File: src/rtl/alu_pkg.sv
// Shared types for the sequential ALU: opcode encoding, FSM state and opcode width.
package alu_pkg;

  localparam int unsigned OP_W = 4;

  typedef enum logic [OP_W-1:0] {
    OpAdd  = 4'd0,
    OpSub  = 4'd1,
    OpAnd  = 4'd2,
    OpOr   = 4'd3,
    OpNeg  = 4'd4,
    OpNot  = 4'd5,
    OpShr  = 4'd6,
    OpShra = 4'd7,
    OpShl  = 4'd8,
    OpRor  = 4'd9,
    OpRol  = 4'd10,
    OpMul  = 4'd11,
    OpDiv  = 4'd12
  } alu_op_t;

  typedef enum logic [2:0] {
    StIdle,
    StExec,
    StMulIt,
    StDivIt,
    StDone
  } seq_alu_state_t;

endpackage

File: src/rtl/seq_alu_muldiv.sv
// Iterative multiply/divide datapath for seq_alu.
//  - MUL: radix-2 Booth, signed x signed, WIDTH iterations.
//  - DIV: restoring division on magnitudes, WIDTH iterations, sign fix-up on the outputs.
//  One WIDTH+1 adder is shared by both algorithms.
// Ports:
//  clk, rst_n          clock, asynchronous active-low reset
//  load                capture operands and clear the iteration counter
//  is_div              at load: 1 = divide, 0 = multiply
//  step                owner FSM is in an iteration state
//  operand_a/operand_b multiplicand/dividend, multiplier/divisor
//  iter_done           WIDTH iterations have completed
//  mul_lo/mul_hi       signed product halves
//  quotient/remainder  sign-corrected quotient and remainder
module seq_alu_muldiv #(
  parameter int unsigned WIDTH = 32
) (
  input  logic             clk,
  input  logic             rst_n,
  input  logic             load,
  input  logic             is_div,
  input  logic             step,
  input  logic [WIDTH-1:0] operand_a,
  input  logic [WIDTH-1:0] operand_b,
  output logic             iter_done,
  output logic [WIDTH-1:0] mul_lo,
  output logic [WIDTH-1:0] mul_hi,
  output logic [WIDTH-1:0] quotient,
  output logic [WIDTH-1:0] remainder
);

  localparam int unsigned      CNT_W    = $clog2(WIDTH + 1);
  localparam logic [CNT_W-1:0] CNT_LAST = CNT_W'(WIDTH);

  // acc is one bit wider than the operands so a MIN_INT multiplicand cannot overflow
  // the Booth partial sum.
  logic [WIDTH:0]   acc_q, m_q;
  logic [WIDTH-1:0] q_q;
  logic             qm1_q, div_q, neg_quo_q, neg_rem_q;
  logic [CNT_W-1:0] cnt_q;

  logic [WIDTH-1:0] a_mag, b_mag;
  logic [WIDTH:0]   add_x, add_y, sum, booth_acc;
  logic             add_sub, booth_op;

  always_comb begin
    a_mag = operand_a[WIDTH-1] ? ('0 - operand_a) : operand_a;
    b_mag = operand_b[WIDTH-1] ? ('0 - operand_b) : operand_b;
  end

  // Shared adder: Booth add/subtract of the multiplicand, or restoring trial subtract.
  always_comb begin
    if (div_q) begin
      add_x    = {acc_q[WIDTH-1:0], q_q[WIDTH-1]};
      add_sub  = 1'b1;
      booth_op = 1'b0;
    end else begin
      add_x    = acc_q;
      add_sub  = q_q[0] & ~qm1_q;
      booth_op = q_q[0] ^ qm1_q;
    end
    add_y     = add_sub ? ~m_q : m_q;
    sum       = add_x + add_y + {{WIDTH{1'b0}}, add_sub};
    booth_acc = booth_op ? sum : acc_q;
  end

  assign iter_done = (cnt_q == CNT_LAST);

  always_ff @(posedge clk or negedge rst_n) begin
    if (!rst_n) begin
      acc_q     <= '0;
      m_q       <= '0;
      q_q       <= '0;
      qm1_q     <= 1'b0;
      div_q     <= 1'b0;
      neg_quo_q <= 1'b0;
      neg_rem_q <= 1'b0;
      cnt_q     <= '0;
    end else if (load) begin
      acc_q     <= '0;
      qm1_q     <= 1'b0;
      cnt_q     <= '0;
      div_q     <= is_div;
      neg_quo_q <= operand_a[WIDTH-1] ^ operand_b[WIDTH-1];
      neg_rem_q <= operand_a[WIDTH-1];
      if (is_div) begin
        m_q <= {1'b0, b_mag};
        q_q <= a_mag;
      end else begin
        m_q <= {operand_a[WIDTH-1], operand_a};
        q_q <= operand_b;
      end
    end else if (step && !iter_done) begin
      cnt_q <= cnt_q + 1'b1;
      if (div_q) begin
        // Negative trial result means restore (keep the shifted remainder).
        acc_q <= sum[WIDTH] ? add_x : sum;
        q_q   <= {q_q[WIDTH-2:0], ~sum[WIDTH]};
      end else begin
        acc_q <= {booth_acc[WIDTH], booth_acc[WIDTH:1]};
        q_q   <= {booth_acc[0], q_q[WIDTH-1:1]};
        qm1_q <= q_q[0];
      end
    end
  end

  assign mul_lo    = q_q;
  assign mul_hi    = acc_q[WIDTH-1:0];
  assign quotient  = neg_quo_q ? ('0 - q_q) : q_q;
  assign remainder = neg_rem_q ? ('0 - acc_q[WIDTH-1:0]) : acc_q[WIDTH-1:0];

endmodule

File: src/rtl/seq_alu.sv
// Multi-cycle ALU with start/done handshake. Single-cycle ops complete one edge after
// acceptance; MUL/DIV run WIDTH iterations in seq_alu_muldiv and complete at edge WIDTH+1.
// Optional macro SEQ_ALU_FLAGS_EN adds the flags[3:0] = {N,Z,C,V} output.
// Ports:
//  clk, rst_n            clock, asynchronous active-low reset
//  start                 launch; sampled only in IDLE
//  opcode                alu_op_t code
//  operand_a, operand_b  operands (b[SHAMT_W-1:0] is the shift amount)
//  busy                  operation in flight
//  done                  one-cycle completion pulse
//  result_lo, result_hi  results, held until the next completion
//  flags                 {N,Z,C,V} (SEQ_ALU_FLAGS_EN only)
//  div_by_zero           sticky until next accepted start
module seq_alu
  import alu_pkg::*;
#(
  parameter int unsigned WIDTH   = 32,
  parameter int unsigned SHAMT_W = $clog2(WIDTH)
) (
  input  logic             clk,
  input  logic             rst_n,
  input  logic             start,
  input  logic [OP_W-1:0]  opcode,
  input  logic [WIDTH-1:0] operand_a,
  input  logic [WIDTH-1:0] operand_b,
  output logic             busy,
  output logic             done,
  output logic [WIDTH-1:0] result_lo,
  output logic [WIDTH-1:0] result_hi,
`ifdef SEQ_ALU_FLAGS_EN
  output logic [3:0]       flags,
`endif
  output logic             div_by_zero
);

  seq_alu_state_t   state_q;
  alu_op_t          op_q;
  logic [WIDTH-1:0] a_q, b_q;
  logic [WIDTH-1:0] result_lo_q, result_hi_q;
  logic             busy_q, done_q, dbz_q;

  logic [SHAMT_W-1:0]   shamt;
  logic [WIDTH-1:0]     exec_lo;
  logic [2*WIDTH-1:0]   rot_dbl;
  logic                 fin, fin_dbz;
  logic [WIDTH-1:0]     fin_lo, fin_hi;
  logic                 md_load, md_step, md_done;
  logic [WIDTH-1:0]     mul_lo, mul_hi, quotient, remainder;

  assign shamt = b_q[SHAMT_W-1:0];

  // Single-cycle operations.
  always_comb begin
    exec_lo = '0;
    rot_dbl = '0;
    case (op_q)
      OpAdd:   exec_lo = a_q + b_q;
      OpSub:   exec_lo = a_q - b_q;
      OpAnd:   exec_lo = a_q & b_q;
      OpOr:    exec_lo = a_q | b_q;
      OpNeg:   exec_lo = '0 - a_q;
      OpNot:   exec_lo = ~a_q;
      OpShr:   exec_lo = a_q >> shamt;
      OpShra:  exec_lo = $signed(a_q) >>> shamt;
      OpShl:   exec_lo = a_q << shamt;
      OpRor: begin
        rot_dbl = {a_q, a_q} >> shamt;
        exec_lo = rot_dbl[WIDTH-1:0];
      end
      OpRol: begin
        rot_dbl = {a_q, a_q} << shamt;
        exec_lo = rot_dbl[2*WIDTH-1:WIDTH];
      end
      default: exec_lo = '0;
    endcase
  end

  // Completion-edge values; fin marks the edge that moves to StDone.
  always_comb begin
    fin     = 1'b0;
    fin_lo  = exec_lo;
    fin_hi  = result_hi_q;
    fin_dbz = 1'b0;
    case (state_q)
      StExec: begin
        fin = 1'b1;
        // Only a zero-divisor DIV reaches StExec.
        if (op_q == OpDiv) begin
          fin_lo  = '1;
          fin_hi  = a_q;
          fin_dbz = 1'b1;
        end
      end
      StMulIt: begin
        fin    = md_done;
        fin_lo = mul_lo;
        fin_hi = mul_hi;
      end
      StDivIt: begin
        fin    = md_done;
        fin_lo = quotient;
        fin_hi = remainder;
      end
      default: ;
    endcase
  end

  assign md_load = (state_q == StIdle) && start &&
                   ((opcode == OpMul) || ((opcode == OpDiv) && (operand_b != '0)));
  assign md_step = (state_q == StMulIt) || (state_q == StDivIt);

  seq_alu_muldiv #(
    .WIDTH (WIDTH)
  ) u_muldiv (
    .clk       (clk),
    .rst_n     (rst_n),
    .load      (md_load),
    .is_div    (opcode == OpDiv),
    .step      (md_step),
    .operand_a (operand_a),
    .operand_b (operand_b),
    .iter_done (md_done),
    .mul_lo    (mul_lo),
    .mul_hi    (mul_hi),
    .quotient  (quotient),
    .remainder (remainder)
  );

  always_ff @(posedge clk or negedge rst_n) begin
    if (!rst_n) begin
      state_q     <= StIdle;
      op_q        <= OpAdd;
      a_q         <= '0;
      b_q         <= '0;
      result_lo_q <= '0;
      result_hi_q <= '0;
      busy_q      <= 1'b0;
      done_q      <= 1'b0;
      dbz_q       <= 1'b0;
    end else begin
      done_q <= 1'b0;
      unique case (state_q)
        StIdle: begin
          if (start) begin
            op_q   <= alu_op_t'(opcode);
            a_q    <= operand_a;
            b_q    <= operand_b;
            busy_q <= 1'b1;
            dbz_q  <= 1'b0;
            if (opcode == OpMul) begin
              state_q <= StMulIt;
            end else if ((opcode == OpDiv) && (operand_b != '0)) begin
              state_q <= StDivIt;
            end else begin
              state_q <= StExec;
            end
          end
        end
        StExec, StMulIt, StDivIt: begin
          if (fin) begin
            state_q <= StDone;
          end
        end
        StDone:  state_q <= StIdle;
        default: state_q <= StIdle;
      endcase
      if (fin) begin
        busy_q      <= 1'b0;
        done_q      <= 1'b1;
        result_lo_q <= fin_lo;
        result_hi_q <= fin_hi;
        dbz_q       <= fin_dbz;
      end
    end
  end

  assign busy        = busy_q;
  assign done        = done_q;
  assign result_lo   = result_lo_q;
  assign result_hi   = result_hi_q;
  assign div_by_zero = dbz_q;

`ifdef SEQ_ALU_FLAGS_EN
  logic [3:0]     flags_q;
  logic           flag_c, flag_v;
  logic [WIDTH:0] add_w, sub_w, shl_w, shr_w;

  always_comb begin
    add_w  = {1'b0, a_q} + {1'b0, b_q};
    sub_w  = {1'b0, a_q} + {1'b0, ~b_q} + {{WIDTH{1'b0}}, 1'b1};
    // Extra bit catches the last bit shifted out; stays 0 for amount 0.
    shl_w  = {1'b0, a_q} << shamt;
    shr_w  = {a_q, 1'b0} >> shamt;
    flag_c = 1'b0;
    flag_v = 1'b0;
    if (state_q == StExec) begin
      case (op_q)
        OpAdd: begin
          flag_c = add_w[WIDTH];
          flag_v = (a_q[WIDTH-1] == b_q[WIDTH-1]) && (add_w[WIDTH-1] != a_q[WIDTH-1]);
        end
        OpSub: begin
          flag_c = sub_w[WIDTH];
          flag_v = (a_q[WIDTH-1] != b_q[WIDTH-1]) && (sub_w[WIDTH-1] != a_q[WIDTH-1]);
        end
        OpNeg:         flag_v = a_q[WIDTH-1] & exec_lo[WIDTH-1];
        OpShr, OpShra: flag_c = shr_w[0];
        OpShl:         flag_c = shl_w[WIDTH];
        default: ;
      endcase
    end else if (state_q == StMulIt) begin
      flag_v = (mul_hi != {WIDTH{mul_lo[WIDTH-1]}});
    end
  end

  always_ff @(posedge clk or negedge rst_n) begin
    if (!rst_n) begin
      flags_q <= '0;
    end else if (fin) begin
      flags_q <= {fin_lo[WIDTH-1], (fin_lo == '0), flag_c, flag_v};
    end
  end

  assign flags = flags_q;
`endif

endmodule
File: config.mk
export PLATFORM = sky130hd
export DESIGN_NAME = seq_alu
export DESIGN_NICKNAME = d
export VERILOG_FILES = /design/src/rtl/alu_pkg.sv /design/src/rtl/seq_alu_muldiv.sv /design/src/rtl/seq_alu.sv
export SDC_FILE = /design/constraint.sdc
export NUM_CORES = 1
export LEC_CHECK = 0
export CORE_ASPECT_RATIO = 1.1
export CORE_MARGIN = 3
export CORE_UTILIZATION = 45
export CTS_BUF_LIST = sky130_fd_sc_hd__clkbuf_8
export CTS_CLUSTER_SIZE = 28
export DETAILED_ROUTE_END_ITERATION = 10
export GPL_TIMING_DRIVEN = 1
export MAX_ROUTING_LAYER = met4
export SETUP_SLACK_MARGIN = 0.2
export SYNTH_ARGS = -nofsm -noshare
export SYNTH_HDL_FRONTEND = slang
export SYNTH_SLANG_ARGS = --single-unit
File: constraint.sdc
create_clock -name clk -period 14.55 [get_ports clk]
set_clock_uncertainty 0.05 [all_clocks]
set_input_delay 2.1825 -clock clk [delete_from_list [all_inputs] [get_ports clk]]
set_output_delay 2.1825 -clock clk [all_outputs]
set_load 0.02 [all_outputs]
==> results of run 1 <==
layout make-up:
class                   instances  area (um^2)  share of cell area, %
multi-input cells            2801        18300                   64.0
clock inverters                24          174                  0.609
repair buffers                226         2040                   7.16
well taps                     744          931                   3.26
clock buffers                  54          743                   2.60
inverters                      58          218                  0.762
diodes                          8         20.0                 0.0701
flip-flops and latches        246         6170                   21.6
registers in the layout, indices dropped and copies added (netlist names), 3 cells and up:
name and flops:
op_q 4, u_muldiv.m_q 33, result_lo 32, u_muldiv.acc_q 33, result_hi 32, u_muldiv.cnt_q 6, u_muldiv.mul_lo 32, b_q 32
a_q 32, state_q 3
worst paths after layout:
path	start	to	slack (ns)	cells after the start
max in group asynchronous	rst_n	u_muldiv.div_q	11.12	2
worst max register to register	b_q[0]	result_lo[21]	8.63	15
worst min register to register	a_q[30]	a_q[30]	0.43	2
min in group asynchronous	rst_n	done	1.54	1
worst max-delay path	b_q[0]	result_lo[21]	8.63	15
worst min-delay path	a_q[30]	a_q[30]	0.43	2
through the flow:
| stage | setup WS, ns | util, % | hold WS (ns) | area [um^2] |
|---|---|---|---|---|
| finish | 8.63 | 50.8 | 0.432 | 28600 |
| CTS | 8.89 | 50.8 | 0.431 | 28500 |
| detailed placement | 8.26 | 49.1 | 0.416 | 27600 |
| global route | 8.53 | 50.8 | 0.468 | 28600 |
| floorplan | 9.16 | - | 0.410 | 25600 |
| global placement | 8.31 | 49.1 | 0.412 | 27600 |
worst min-delay path, delay by kind of cell, from the launching register on:
family,cells,cell delay [ns]
flops,1,0.34
simple gates,2,0.10
cell families after synthesis:
kind of cell               after synthesis  synth area share [%]
AOI/OAI and AO/OA                     1080                  26.8
adders and majority gates               87                  4.20
xor gates and xnor gates               242                  8.26
DFF                                    246                  24.0
and+or+nand+nor                       1162                  20.4
buffers and inverters                  345                  5.20
muxes                                  230                  11.1
per-layer routing:
metal	share of wire (%)	wire length, um	GRT usage, %
met1	37	47800	51.7
met3	9.5	12300	8.98
met2	44	57000	64.0
met5	0	0	-
met4	9.2	11900	32.2
cells in the final DEF, fill, tap and decap left out, drive strengths merged, types with 12 or more instances in the layout:
cell type      netlist  layout
a31oi               41      41
nand2b              34      34
a22oi               19      19
a211oi              48      48
clkbuf             220      54
a21oi              268     268
and3                16      16
a211o               12      12
xnor2              123     123
or4                 22      22
or3                 46      46
nor2b               19      19
o211ai              42      42
buf                 67      90
inv                 57      71
and2                13      13
nand2              537     537
ha                  74      74
mux2                86      86
o21ai              314     314
o21a                17      17
clkdlybuf4s50        0     136
o221ai              28      28
mux4                34      34
o22ai               40      40
xor2               119     119
o31ai               48      48
nand4               12      12
nor4                27      27
a221o               12      12
mux2i              110     110
nor2               271     271
a21o                31      31
a221oi              25      25
or2                 17      17
dfrtp              246     246
nand3               54      54
nor3                71      71
o41ai               17      17
o22a                13      13
==> metrics.md, run 1 <==
| Metric | Value |
|---|---|
| CTS buffer count | 45 |
| Pin count of the biggest net entering global routing | 102 |
| Asr flop ratio synth | 100% |
| IO buf count | 137 |
| Htree depth | 2 |
| Hold Crit Class | reg2reg |
| DRT iter0 DRCs | 3,524 |
| Detailed Routing Iterations Pass 1 | 6 |
| Tightest Pin Transition | 1.28 ns |
| DRC Markers | 0 |
| Via Count | 28,281 |
| Share of layout cells above drive strength 1 | 10.1% |
| First-pass GRT wire length | 186 mm |
| Worst path bufs/invs | 1 |
| Setup CP Type | reg2reg |
| Die area | 59,900 um^2 |
| Root buf cell | clkbuf_8 |
| Slew margin rel. | 14.4% |
| Synth cell types | 93 |
| DR WL/cell | 31.0 um |
| Critical path, cell by cell | inv_1 > ha_1 > nand2_1 > or4_1 > o21ai_0 > xor2_1 > ha_1 > a21oi_1 > o21ai_0 > o31ai_1 > a21boi_0 > xnor2_1 > o2111ai_1 > a221oi_1 > nor2_1 |
| Worst EP arrival | 6.35 ns |
| Worst-path clk slew | 0.06 ns |
| DIE HEIGHT | 256 um |
| CP Max Fanout | 46 |
| Area Overhead vs Synth | 11.4% |
| Placed Cells | 4,075 |
| DP HPWL | 95.1 mm |
| FMAX | 0.169 GHz |
| Fillcell total | 5,553 |
| Vias in the first global route | 26,711 |
| Initial antenna violation count | 9 |
| Synth Register Bits | 246 |
| Core ar. | 56,200 um^2 |
| Most frequent cells after synthesis | 537 x nand2_1, 290 x o21ai_0, 271 x nor2_1, 268 x a21oi_1, 246 x dfrtp_1 |
| Number of routed nets with antenna violations | 0 |
| EDFF count, synth | 0 |
| Mapped Avg Cell Area | 7.56 um^2 |
| Syn_nets | 3,539 |
| Final wirelength | 129 mm |
| Endpoints failing setup | 0 |
| Mapped Area | 25,600 um^2 |
| NumNets Final | 3,525 |
| Routed vias/inst | 6.80 |
| Max-cap violations | 0 |
| Die W | 234 um |
| Area leader, netlist | dfrtp_1 |
| Sequential area share after synthesis | 24.0% |
| Crit-path leading delay family | compound AO/OA/AOI/OAI gates |
| Final count of pins violating max slew | 0 |
| Row count | 91 |
| Most common cell in the synthesized netlist | nand2_1 |
| Overflow after GRT | 0 |
| Setup bufs post-CTS | 0 |
| Minimum clock period | 5.92 ns |
| RSZ-0062 raised after global routing | no |
| Fin crit share | 40.7% |
| Number of synthesis warnings | 0 |
| Gate Count Post-Synth | 3,392 |
| IO Pins | 138 |
| CTS tree | yes |
| Area fraction of the dominant cell type after synthesis | 24.0% |
| Clock buffer depth | 3 |
| Startpoint types | flip-flop |
| CTS Hold Bufs | 0 |
| Slowest cell on the critical path | dfrtp_4 |
| Post-CTS resize count | 0 |
| Post-synth top flop | dfrtp_1 |
| Tot GR Track Use | 43.3% |
| Initial core utilization | 45.6% |
| Fin. Hold Viols | 0 |
| Worst path required time | 14.98 ns |
| Crit path capture type | flip-flop |
| Non-filler cells, final | 4,161 |
| Clock latency on the worst-skew pair | 0.62 ns |
| Setup_tns | 0 ns |
| Placer congestion estimate | 1.10 |
| Outcome | completed |
| Slowest stage delay, CP | 0.75 ns |
| Synth area leaders | dfrtp_1 24%, nand2_1 7.9%, o21ai_0 5.7%, a21oi_1 5.2%, mux2i_1 4.3% |
| TritonCTS sink count | 246 |
Power of run 1 is left out: the tool's default activity adds up to more than one toggle a clock period on the data nets, which glitch-free logic cannot reach.
==> inputs of run 2 (changes only) <==
==> constraint.sdc (replaced) <==
create_clock -name clk -period 6 [get_ports clk]
set_clock_uncertainty 0.05 [all_clocks]
set_input_delay 0.9 -clock clk [delete_from_list [all_inputs] [get_ports clk]]
set_output_delay 0.9 -clock clk [all_outputs]
set_load 0.02 [all_outputs]
==> run 2 against run 1 <==
Compared with the run above: register-to-register slack got worse by 7.8 ns; core utilization increased by 0.39 points; via count decreased by 0.21%; non-clock buffer count increased by 19; cell area increased by 0.77%; final cell count increased by 0.46%; largest cell class unchanged; global-route usage increased by 0.30 points; hold slack got worse by 0.22 ns; clock-buffer cell count increased by 6; first-iteration DRC count increased by 7.3%.
==> metrics.md, run 2 (synthesis results as in run 1) <==
| Metric | Value |
|---|---|
| IO buf count | 137 |
| Worst EP arrival | 5.66 ns |
| Outcome | completed |
| Vias in the first global route | 26,543 |
| Tot GR Track Use | 43.6% |
| Endpoints failing setup | 0 |
| Setup_tns | 0 ns |
| Worst reg2reg startpoint | b_q[0] |
| RSZ-0062 raised after global routing | no |
| NumNets Final | 3,544 |
| Placer congestion estimate | 1.13 |
| CTS buffer count | 45 |
| R2r setup slk | 0.85 ns |
| Share of layout cells above drive strength 1 | 10.8% |
| Most frequent cells in the layout | 537 x nand2_1, 288 x o21ai_0, 270 x nor2_1 |
| DIE HEIGHT | 256 um |
| Number of routed nets with antenna violations | 0 |
| Area Overhead vs Synth | 12.2% |
| Fin. Hold Viols | 0 |
| Clock buffer depth | 3 |
| Crit path capture type | flip-flop |
| DP HPWL | 97.1 mm |
| Setup bufs post-CTS | 0 |
| Fillcell total | 5,608 |
| Minimum clock period | 5.15 ns |
| Worst-path clk slew | 0.06 ns |
| Startpoint types | flip-flop |
| Post-CTS resize count | 0 |
| DRC Markers | 0 |
| Setup CP Type | reg2reg |
| Largest regs | u_muldiv.acc_q (33), u_muldiv.m_q (33) |
| Crit-path leading delay family | simple AND/OR/NAND/NOR gates |
| Core ar. | 56,200 um^2 |
| Worst path required time | 6.51 ns |
| Reg-to-Reg End | result_lo[31] |
| Max-cap violations | 0 |
| Die W | 234 um |
| Critical path, cell by cell | inv_1 > ha_1 > nand2_1 > or4_1 > or3_1 > or2_2 > nand2_1 > xor2_1 > ha_1 > nor3_1 > a211oi_1 > nand2_1 > a2111oi_0 > buf_4 > o311a_1 > o21ai_0 > a2111o_1 > o211ai_1 |
| Tightest Pin Transition | 1.25 ns |
| FMAX | 0.194 GHz |
| Top cell by count, worst path | nand2_1 |
| Htree depth | 2 |
| Initial antenna violation count | 6 |
| Slowest stage delay, CP | 0.59 ns |
| CTS Hold Bufs | 0 |
| Overflow after GRT | 0 |
| Detailed Routing Iterations Pass 1 | 6 |
| Via Count | 28,221 |
| Root buf cell | clkbuf_8 |
| Reg2Reg Depth | 18 |
| Commonest non-fill, non-tap cell in the layout | nand2_1 |
| Slowest cell on the critical path | dfrtp_4 |
| Final count of pins violating max slew | 0 |
| First-pass GRT wire length | 187 mm |
| IO Pins | 138 |
| Initial core utilization | 45.6% |
| Slew margin rel. | 14.7% |
| Routed vias/inst | 6.75 |
| Final wirelength | 129 mm |
| Row count | 91 |
| CTS tree | yes |
| Die area | 59,900 um^2 |
| DR WL/cell | 30.9 um |
| Clock latency on the worst-skew pair | 0.65 ns |
| Pin count of the biggest net entering global routing | 167 |
| TritonCTS sink count | 246 |
| Fin crit share | 85.8% |
| Worst path bufs/invs | 2 |
| DRT iter0 DRCs | 3,780 |
| CP Max Fanout | 18 |
| Hold Crit Class | in2async |
-- run 2: cell types whose count changed in the layout (fill, tap and decap cells not counted), sizes merged --
cell / delta
buf: +19
clkbuf: +6
clkinvlp: -2
diode: -2
inv: -2
-- run 2: worst max path at each step --
stage	startpoint	end	slack (ns)	cells past startpoint
after floorplan	b_q[1]	result_lo[28]	0.61	21
after CTS	b_q[0]	result_lo[31]	0.93	18
after global routing	b_q[0]	result_lo[31]	0.48	18
after global placement	b_q[0]	result_lo[31]	0.96	18
after detailed placement	b_q[0]	result_lo[27]	0.97	18
final	b_q[0]	result_lo[31]	0.85	18
-- run 2: final cells by class --
type                    instances  area [um^2]  area share, %
inverters                      58          218          0.756
repair buffers                245         2210           7.68
clock inverters                20          150          0.522
well taps                     744          931           3.23
diodes                          6         15.0         0.0522
multi-input cells            2801        18300           63.5
clock buffers                  60          826           2.87
flip-flops and latches        246         6170           21.4
-- run 2: layer usage --
metal  share of wire [%]  global-route usage, %  up-vias
met1                  37                   51.8    13540
met4                  10                   34.8        0
li1                    -                      -    12409
met2                  43                   62.5     1705
met5                   0                      -        -
met3                 9.8                   10.5      567
-- run 2: through the flow --
stage / cell area, um^2 / instances / utilization, % / hold WS [ns] / setup slack [ns]
5_1_grt: 28800 / 4180 / 51.2 / 0.242 / 0.484
2_1_floorplan: 25600 / 3392 / - / 0.410 / 0.610
4_1_cts: 28800 / 4174 / 51.2 / 0.218 / 0.926
3_5_place_dp: 27800 / 4094 / 49.4 / 0.421 / 0.973
3_3_place_gp: 27800 / 4094 / 49.4 / 0.416 / 0.956
6_report: 28800 / 4180 / 51.2 / 0.210 / 0.853
Power of run 2 is left out for the same reason.
